**src/rtl/nn_forward_sequencer.sv**
```systemverilog
// Instruction sequencer for the NU array: fetches from instruction memory and
// drives MATMUL/ACCMOV phases of FORWARD instructions with a hardware repeat count.
module nn_forward_sequencer #(
    parameter int unsigned NU_COUNT   = 8,
    parameter int unsigned LEN_W      = 12,
    parameter int unsigned REP_W      = 4,
    parameter int unsigned INST_DEPTH = 8,
    parameter int unsigned W_DEPTH    = 12,
    parameter int unsigned XY_DEPTH   = 12,
    parameter int unsigned INST_W     = 4 + 2*LEN_W + REP_W
) (
    input  logic                  clk,
    input  logic                  reset,
    input  logic                  start,
    input  logic                  stall,
    input  logic [INST_W-1:0]     inst_data,
    output logic [INST_DEPTH-1:0] inst_addr,
    output logic                  busy,
    output logic                  done,
    output logic                  error,
    output logic [NU_COUNT-1:0]   mac_reg_enable,
    output logic                  mac_acc_loopback,
    output logic [W_DEPTH-1:0]    w_read_addr,
    output logic [XY_DEPTH-1:0]   xy_read_addr,
    output logic [XY_DEPTH-1:0]   xy_write_addr,
    output logic                  xy_write_enable
);

    localparam int unsigned OP_W = 4;

    localparam logic [OP_W-1:0] OP_NOP     = 4'd0;
    localparam logic [OP_W-1:0] OP_FORWARD = 4'd1;
    localparam logic [OP_W-1:0] OP_SETPTR  = 4'd2;
    localparam logic [OP_W-1:0] OP_HALT    = 4'd3;

    typedef enum logic [2:0] {
        S_IDLE,
        S_FETCH,
        S_DECODE,
        S_MATMUL,
        S_ACCMOV,
        S_FINISH
    } state_t;

    state_t                state, state_nxt;
    logic [LEN_W-1:0]      counter, counter_nxt;
    logic [REP_W-1:0]      rep_cnt, rep_cnt_nxt;
    logic [LEN_W-1:0]      len0, len0_nxt;
    logic [LEN_W-1:0]      len1, len1_nxt;
    logic [REP_W-1:0]      rep, rep_nxt;
    logic [XY_DEPTH-1:0]   xy_read_base, xy_read_base_nxt;
    logic [INST_DEPTH-1:0] inst_addr_nxt;
    logic                  error_nxt;
    logic [W_DEPTH-1:0]    w_read_addr_nxt;
    logic [XY_DEPTH-1:0]   xy_read_addr_nxt;
    logic [XY_DEPTH-1:0]   xy_write_addr_nxt;

    logic [OP_W-1:0]  dec_op;
    logic [LEN_W-1:0] dec_l0;
    logic [LEN_W-1:0] dec_l1;
    logic [REP_W-1:0] dec_r;

    assign dec_op = inst_data[INST_W-1 -: OP_W];
    assign dec_l0 = inst_data[INST_W-OP_W-1 -: LEN_W];
    assign dec_l1 = inst_data[INST_W-OP_W-LEN_W-1 -: LEN_W];
    assign dec_r  = inst_data[REP_W-1:0];

    // State and datapath registers; stall freezes everything
    always_ff @(posedge clk or posedge reset) begin
        if (reset) begin
            state         <= S_IDLE;
            counter       <= '0;
            rep_cnt       <= '0;
            len0          <= '0;
            len1          <= '0;
            rep           <= '0;
            xy_read_base  <= '0;
            inst_addr     <= '0;
            error         <= 1'b0;
            w_read_addr   <= '0;
            xy_read_addr  <= '0;
            xy_write_addr <= '0;
        end else if (!stall) begin
            state         <= state_nxt;
            counter       <= counter_nxt;
            rep_cnt       <= rep_cnt_nxt;
            len0          <= len0_nxt;
            len1          <= len1_nxt;
            rep           <= rep_nxt;
            xy_read_base  <= xy_read_base_nxt;
            inst_addr     <= inst_addr_nxt;
            error         <= error_nxt;
            w_read_addr   <= w_read_addr_nxt;
            xy_read_addr  <= xy_read_addr_nxt;
            xy_write_addr <= xy_write_addr_nxt;
        end
    end

    // Next-state and next-datapath logic
    always_comb begin
        state_nxt         = state;
        counter_nxt       = counter;
        rep_cnt_nxt       = rep_cnt;
        len0_nxt          = len0;
        len1_nxt          = len1;
        rep_nxt           = rep;
        xy_read_base_nxt  = xy_read_base;
        inst_addr_nxt     = inst_addr;
        error_nxt         = error;
        w_read_addr_nxt   = w_read_addr;
        xy_read_addr_nxt  = xy_read_addr;
        xy_write_addr_nxt = xy_write_addr;

        case (state)
            S_IDLE: begin
                if (start) begin
                    state_nxt     = S_FETCH;
                    inst_addr_nxt = '0;
                    error_nxt     = 1'b0;
                end
            end
            S_FETCH: state_nxt = S_DECODE;
            S_DECODE: begin
                case (dec_op)
                    OP_NOP: begin
                        inst_addr_nxt = inst_addr + INST_DEPTH'(1);
                        state_nxt     = S_FETCH;
                    end
                    OP_SETPTR: begin
                        w_read_addr_nxt   = W_DEPTH'(dec_l0);
                        xy_read_addr_nxt  = XY_DEPTH'(dec_l1);
                        xy_write_addr_nxt = XY_DEPTH'(dec_l1);
                        inst_addr_nxt     = inst_addr + INST_DEPTH'(1);
                        state_nxt         = S_FETCH;
                    end
                    OP_FORWARD: begin
                        if (32'(dec_l1) >= NU_COUNT) begin
                            error_nxt = 1'b1;
                            state_nxt = S_FINISH;
                        end else begin
                            len0_nxt         = dec_l0;
                            len1_nxt         = dec_l1;
                            rep_nxt          = dec_r;
                            counter_nxt      = '0;
                            rep_cnt_nxt      = '0;
                            xy_read_base_nxt = xy_read_addr;
                            state_nxt        = S_MATMUL;
                        end
                    end
                    OP_HALT: state_nxt = S_FINISH;
                    default: begin
                        error_nxt = 1'b1;
                        state_nxt = S_FINISH;
                    end
                endcase
            end
            S_MATMUL: begin
                w_read_addr_nxt  = w_read_addr + W_DEPTH'(1);
                xy_read_addr_nxt = xy_read_addr + XY_DEPTH'(1);
                if (counter == len0) begin
                    counter_nxt = '0;
                    state_nxt   = S_ACCMOV;
                end else begin
                    counter_nxt = counter + LEN_W'(1);
                end
            end
            S_ACCMOV: begin
                xy_write_addr_nxt = xy_write_addr + XY_DEPTH'(1);
                if (counter == len1) begin
                    counter_nxt = '0;
                    if (rep_cnt < rep) begin
                        rep_cnt_nxt      = rep_cnt + REP_W'(1);
                        xy_read_addr_nxt = xy_read_base;
                        state_nxt        = S_MATMUL;
                    end else begin
                        inst_addr_nxt = inst_addr + INST_DEPTH'(1);
                        state_nxt     = S_FETCH;
                    end
                end else begin
                    counter_nxt = counter + LEN_W'(1);
                end
            end
            S_FINISH: state_nxt = S_IDLE;
            default:  state_nxt = S_IDLE;
        endcase
    end

    // Strobes decoded from state; stall masks the enables and the done pulse
    always_comb begin
        busy             = (state != S_IDLE);
        done             = 1'b0;
        mac_reg_enable   = '0;
        mac_acc_loopback = 1'b0;
        xy_write_enable  = 1'b0;

        case (state)
            S_MATMUL: begin
                mac_acc_loopback = (counter != '0);
                if (!stall) begin
                    mac_reg_enable = '1;
                end
            end
            S_ACCMOV: begin
                if (!stall) begin
                    mac_reg_enable  = NU_COUNT'(1) << counter;
                    xy_write_enable = 1'b1;
                end
            end
            S_FINISH: done = !stall;
            default: ;
        endcase
    end

endmodule

```
**config.mk**
```make
export PLATFORM = sky130hd
export DESIGN_NAME = nn_forward_sequencer
export DESIGN_NICKNAME = d
export VERILOG_FILES = /design/src/rtl/nn_forward_sequencer.sv
export SDC_FILE = /design/constraint.sdc
export NUM_CORES = 1
export LEC_CHECK = 0
export ABC_AREA = 1
export CORE_ASPECT_RATIO = 1.25
export CORE_MARGIN = 5
export CORE_UTILIZATION = 38
export CTS_BUF_LIST = sky130_fd_sc_hd__clkbuf_16
export CTS_CLUSTER_DIAMETER = 150
export DETAILED_ROUTE_END_ITERATION = 12
export GPL_TIMING_DRIVEN = 0
export PLACE_DENSITY = 0.57
export RECOVER_POWER = 100
export SLEW_MARGIN = 40
export SYNTH_ARGS = -nofsm -noshare
export SYNTH_HDL_FRONTEND = slang
export SYNTH_SLANG_ARGS = --single-unit
```
**constraint.sdc**
```tcl
create_clock -name clk -period 8.2 [get_ports clk]
set_input_delay 2.05 -clock clk [delete_from_list [all_inputs] [get_ports clk]]
set_output_delay 2.05 -clock clk [all_outputs]
set_load 0.005 [all_outputs]
```
==> flow_metrics.py <==
metrics = {
    "worst_hold_path": {
        "hp-class": "reg -> reg",
    },
    "finish": {
        "final_cells": 1274,
        "num_antenna_cells": 0,
        "fin_nets": 1095,
        "layout_commonest_cell": "nand2_1",
        "layout_common_cells": "nand2_1, inv_1, dfrtp_1",
        "nFillCells": 1732,
        "layout-drive-gt1-share": 0.0512,
        "stdcell_area_um2": 7950,
        "area_delta_synth_final_pct": 23.1,
        "final_util": 0.474,
    },
    "synthesis": {
        "syn-num-nets": 991,
        "synth_top_area_frac": 0.403,
        "synth_cell_types": 38,
        "yosysTopAreaCell": "dfrtp_1",
        "synth_seq_area_share": 0.403,
        "syn_avg_cell_area_um2": 6.84,
        "ys_ff_latch": 104,
        "synthTopCellsByArea": "dfrtp_1, nand2_1, inv_1, nand3_1, o21ai_0",
        "synth_area_um2": 6460,
        "ys_warn_count": 0,
        "synth-async-reset-ratio": 1.00,
        "synth_edf_count": 0,
        "synth_ff_type": "dfrtp_1",
        "netlist_instances": 945,
    },
    "placed_design": {
        "gp_congestion": 0.837,
        "place_area_um2": 7690,
        "port_buffers": 92,
        "dp_hpwl_mm": 14.5,
        "place_ws_ps": 2120,
        "placed_cells": 1258,
    },
    "pwr": {
        "p_leak_nw": 4.00,
        "power.switching_mw": 0.871,
        "seqPwrFrac": 0.358,
        "power_mw": 2.14,
        "clockPowerShare": 0.234,
        "ir_drop_mv": 0.158,
        "powerDensity_nw_per_um2": 269,
        "p_int_mw": 1.27,
        "p_comb_frac": 0.408,
        "sw_frac_of_total": 0.408,
    },
    "grt": {
        "grt_pass1_wl_mm": 31.6,
        "overflow": 0,
        "track_usage": 0.199,
        "grt_max_degree": 71,
        "first_global_vias": 6044,
        "antenna_found_initial": 0,
    },
    "run_status": {
        "failed_checks": "capacitance limit, slew limit",
        "status": "complete, but fails checks",
    },
    "timing": {
        "rsz0062_at_grt": "false",
        "fin_ws_ps": 2050,
        "post-route-period-util": 0.750,
        "tightest_slew_ps": 1700,
        "maxSlewHeadroom": -0.139,
        "tns_ps": 0,
        "setup_viol": 0,
        "slew_viol_final": 35,
        "fin_crit_ps": 6150,
        "holdWs_ps": 486,
        "fmax_mhz": 163,
        "skew_ps": 12.4,
        "hold_viol_final": 0,
    },
    "cts": {
        "path_clk_slew_ps": 70,
        "cts_setup_buffers": 0,
        "tritoncts": "done",
        "cts_root_buf": "clkbuf_16",
        "clk_path_buf_depth": 2,
        "cts-hold-fix-buffers": 0,
        "clock_latency_ps": 360,
        "cts.sinks": 104,
        "cts_max_level": 3,
        "cts_made_buffers": 9,
        "cts_resized": 0,
    },
    "floorplan": {
        "ios": 93,
        "die_area_um2": 19700,
        "fp-row-count": 53,
        "die_w_um": 127,
        "dieHeight_um": 156,
        "core_um2": 16800,
        "initial_core_util": 0.385,
    },
    "setup_path": {
        "crit_fanout": 7,
        "worst_setup_path_start_kind": "primary input",
        "arrival_ps": 4100,
        "crit_required_ps": 6150,
        "cp-end-kind": "primary output",
        "path_class": "in -> out",
    },
    "detailed_routing": {
        "vias": 6345,
        "drcViolationCount": 0,
        "drt-pass1-iter-count": 4,
        "drt_iter0_drc": 461,
        "postRouteAntennaNets": 0,
        "viasPerCell": 4.98,
        "finalWirelength_mm": 19.2,
        "wl_per_cell_um": 15.1,
    },
    "flow_run": {
        "drv_cap": 1,
    },
}
==> cell usage after synthesis (2+ instances only) <==
master,count
nand2_1,322
inv_1,114
dfrtp_1,104
nor2_1,78
nand3_1,66
o21ai_0,66
nand4_1,31
a21oi_1,30
buf_2,16
o21ai_1,14
xnor2_1,14
inv_2,13
nor3_1,11
ha_1,10
clkbuf_1,7
nand3_2,5
a31oi_1,4
buf_4,4
o211ai_1,4
nand2_2,3
nor2_2,3
xor2_1,3
a221oi_1,2
a22oi_1,2
buf_6,2
nor2_4,2
nor3b_1,2
o22ai_1,2
or2_2,2
==> state kept, by name (all words and copies together), names as in the netlist, 3 cells and up <==
signal,flops
rep_cnt,4
state,3
len1,12
counter,12
xy_write_addr,12
w_read_addr,12
xy_read_addr,12
rep,4
inst_addr,8
len0,12
xy_read_base,12
==> final cells by class <==
cell class	count	area (um^2)	share of cell area
clock buffer	9	225	0.0283
multi-input combinational	683	3170	0.398
inverter	129	489	0.0615
sequential	104	2600	0.327
tap	220	275	0.0346
clock inverter	7	110	0.0138
timing repair buffer	93	948	0.119
buffer	29	135	0.0170
==> power groups by stage <==
stage	Combinational [mW]	Clock (mW)	Sequential (mW)
after floorplan	0.535	0	0.748
after global placement	0.924	0	0.779
after detailed placement	0.931	0	0.778
after CTS	0.937	0.507	0.770
after global routing	0.984	0.531	0.785
final	0.873	0.499	0.765
==> layer usage <==
layer / vias up / track usage / wire, um
li1: 3227 / - / -
met1: 2993 / 0.260 / 8790
met2: 108 / 0.346 / 9590
met3: 17 / 0.0267 / 543
met4: 0 / 0.0537 / 260
met5: - / 0 / 0
==> kinds of logic after synthesis <==
family	share of synthesized area
AND/OR/NAND/NOR	0.348
XOR/XNOR	0.0230
buffers and inverters	0.100
AO/OA/AOI/OAI	0.107
adder cells (fa/ha/maj)	0.0194
flip-flops	0.403
==> critical path, stage by stage <==
cell and delay (ps):
dlygate4sd3_1 690, nor3_1 400, nand2_1 160, o21ai_0 210
dlygate4sd3_1 590
==> worst paths after layout <==
| check | from | end | slack (ps) | depth (start not counted) |
|---|---|---|---|---|
| worst max-delay path | stall | mac_reg_enable[0] | 2050 | 5 |
| worst min-delay path | xy_read_base[4]$_DFFE_PP0P_ | xy_read_base[4]$_DFFE_PP0P_ | 490 | 2 |
| worst max register to register | state[1]$_DFFE_PP0P_ | xy_read_addr[8]$_DFFE_PP0P_ | 5710 | 10 |
| worst min register to register | xy_read_base[4]$_DFFE_PP0P_ | xy_read_base[4]$_DFFE_PP0P_ | 490 | 2 |
| max in group asynchronous | reset | xy_read_base[4]$_DFFE_PP0P_ | 4670 | 3 |
| min in group asynchronous | reset | len1[5]$_DFFE_PP0P_ | 2560 | 2 |
Power figures use the tool's default switching activity.
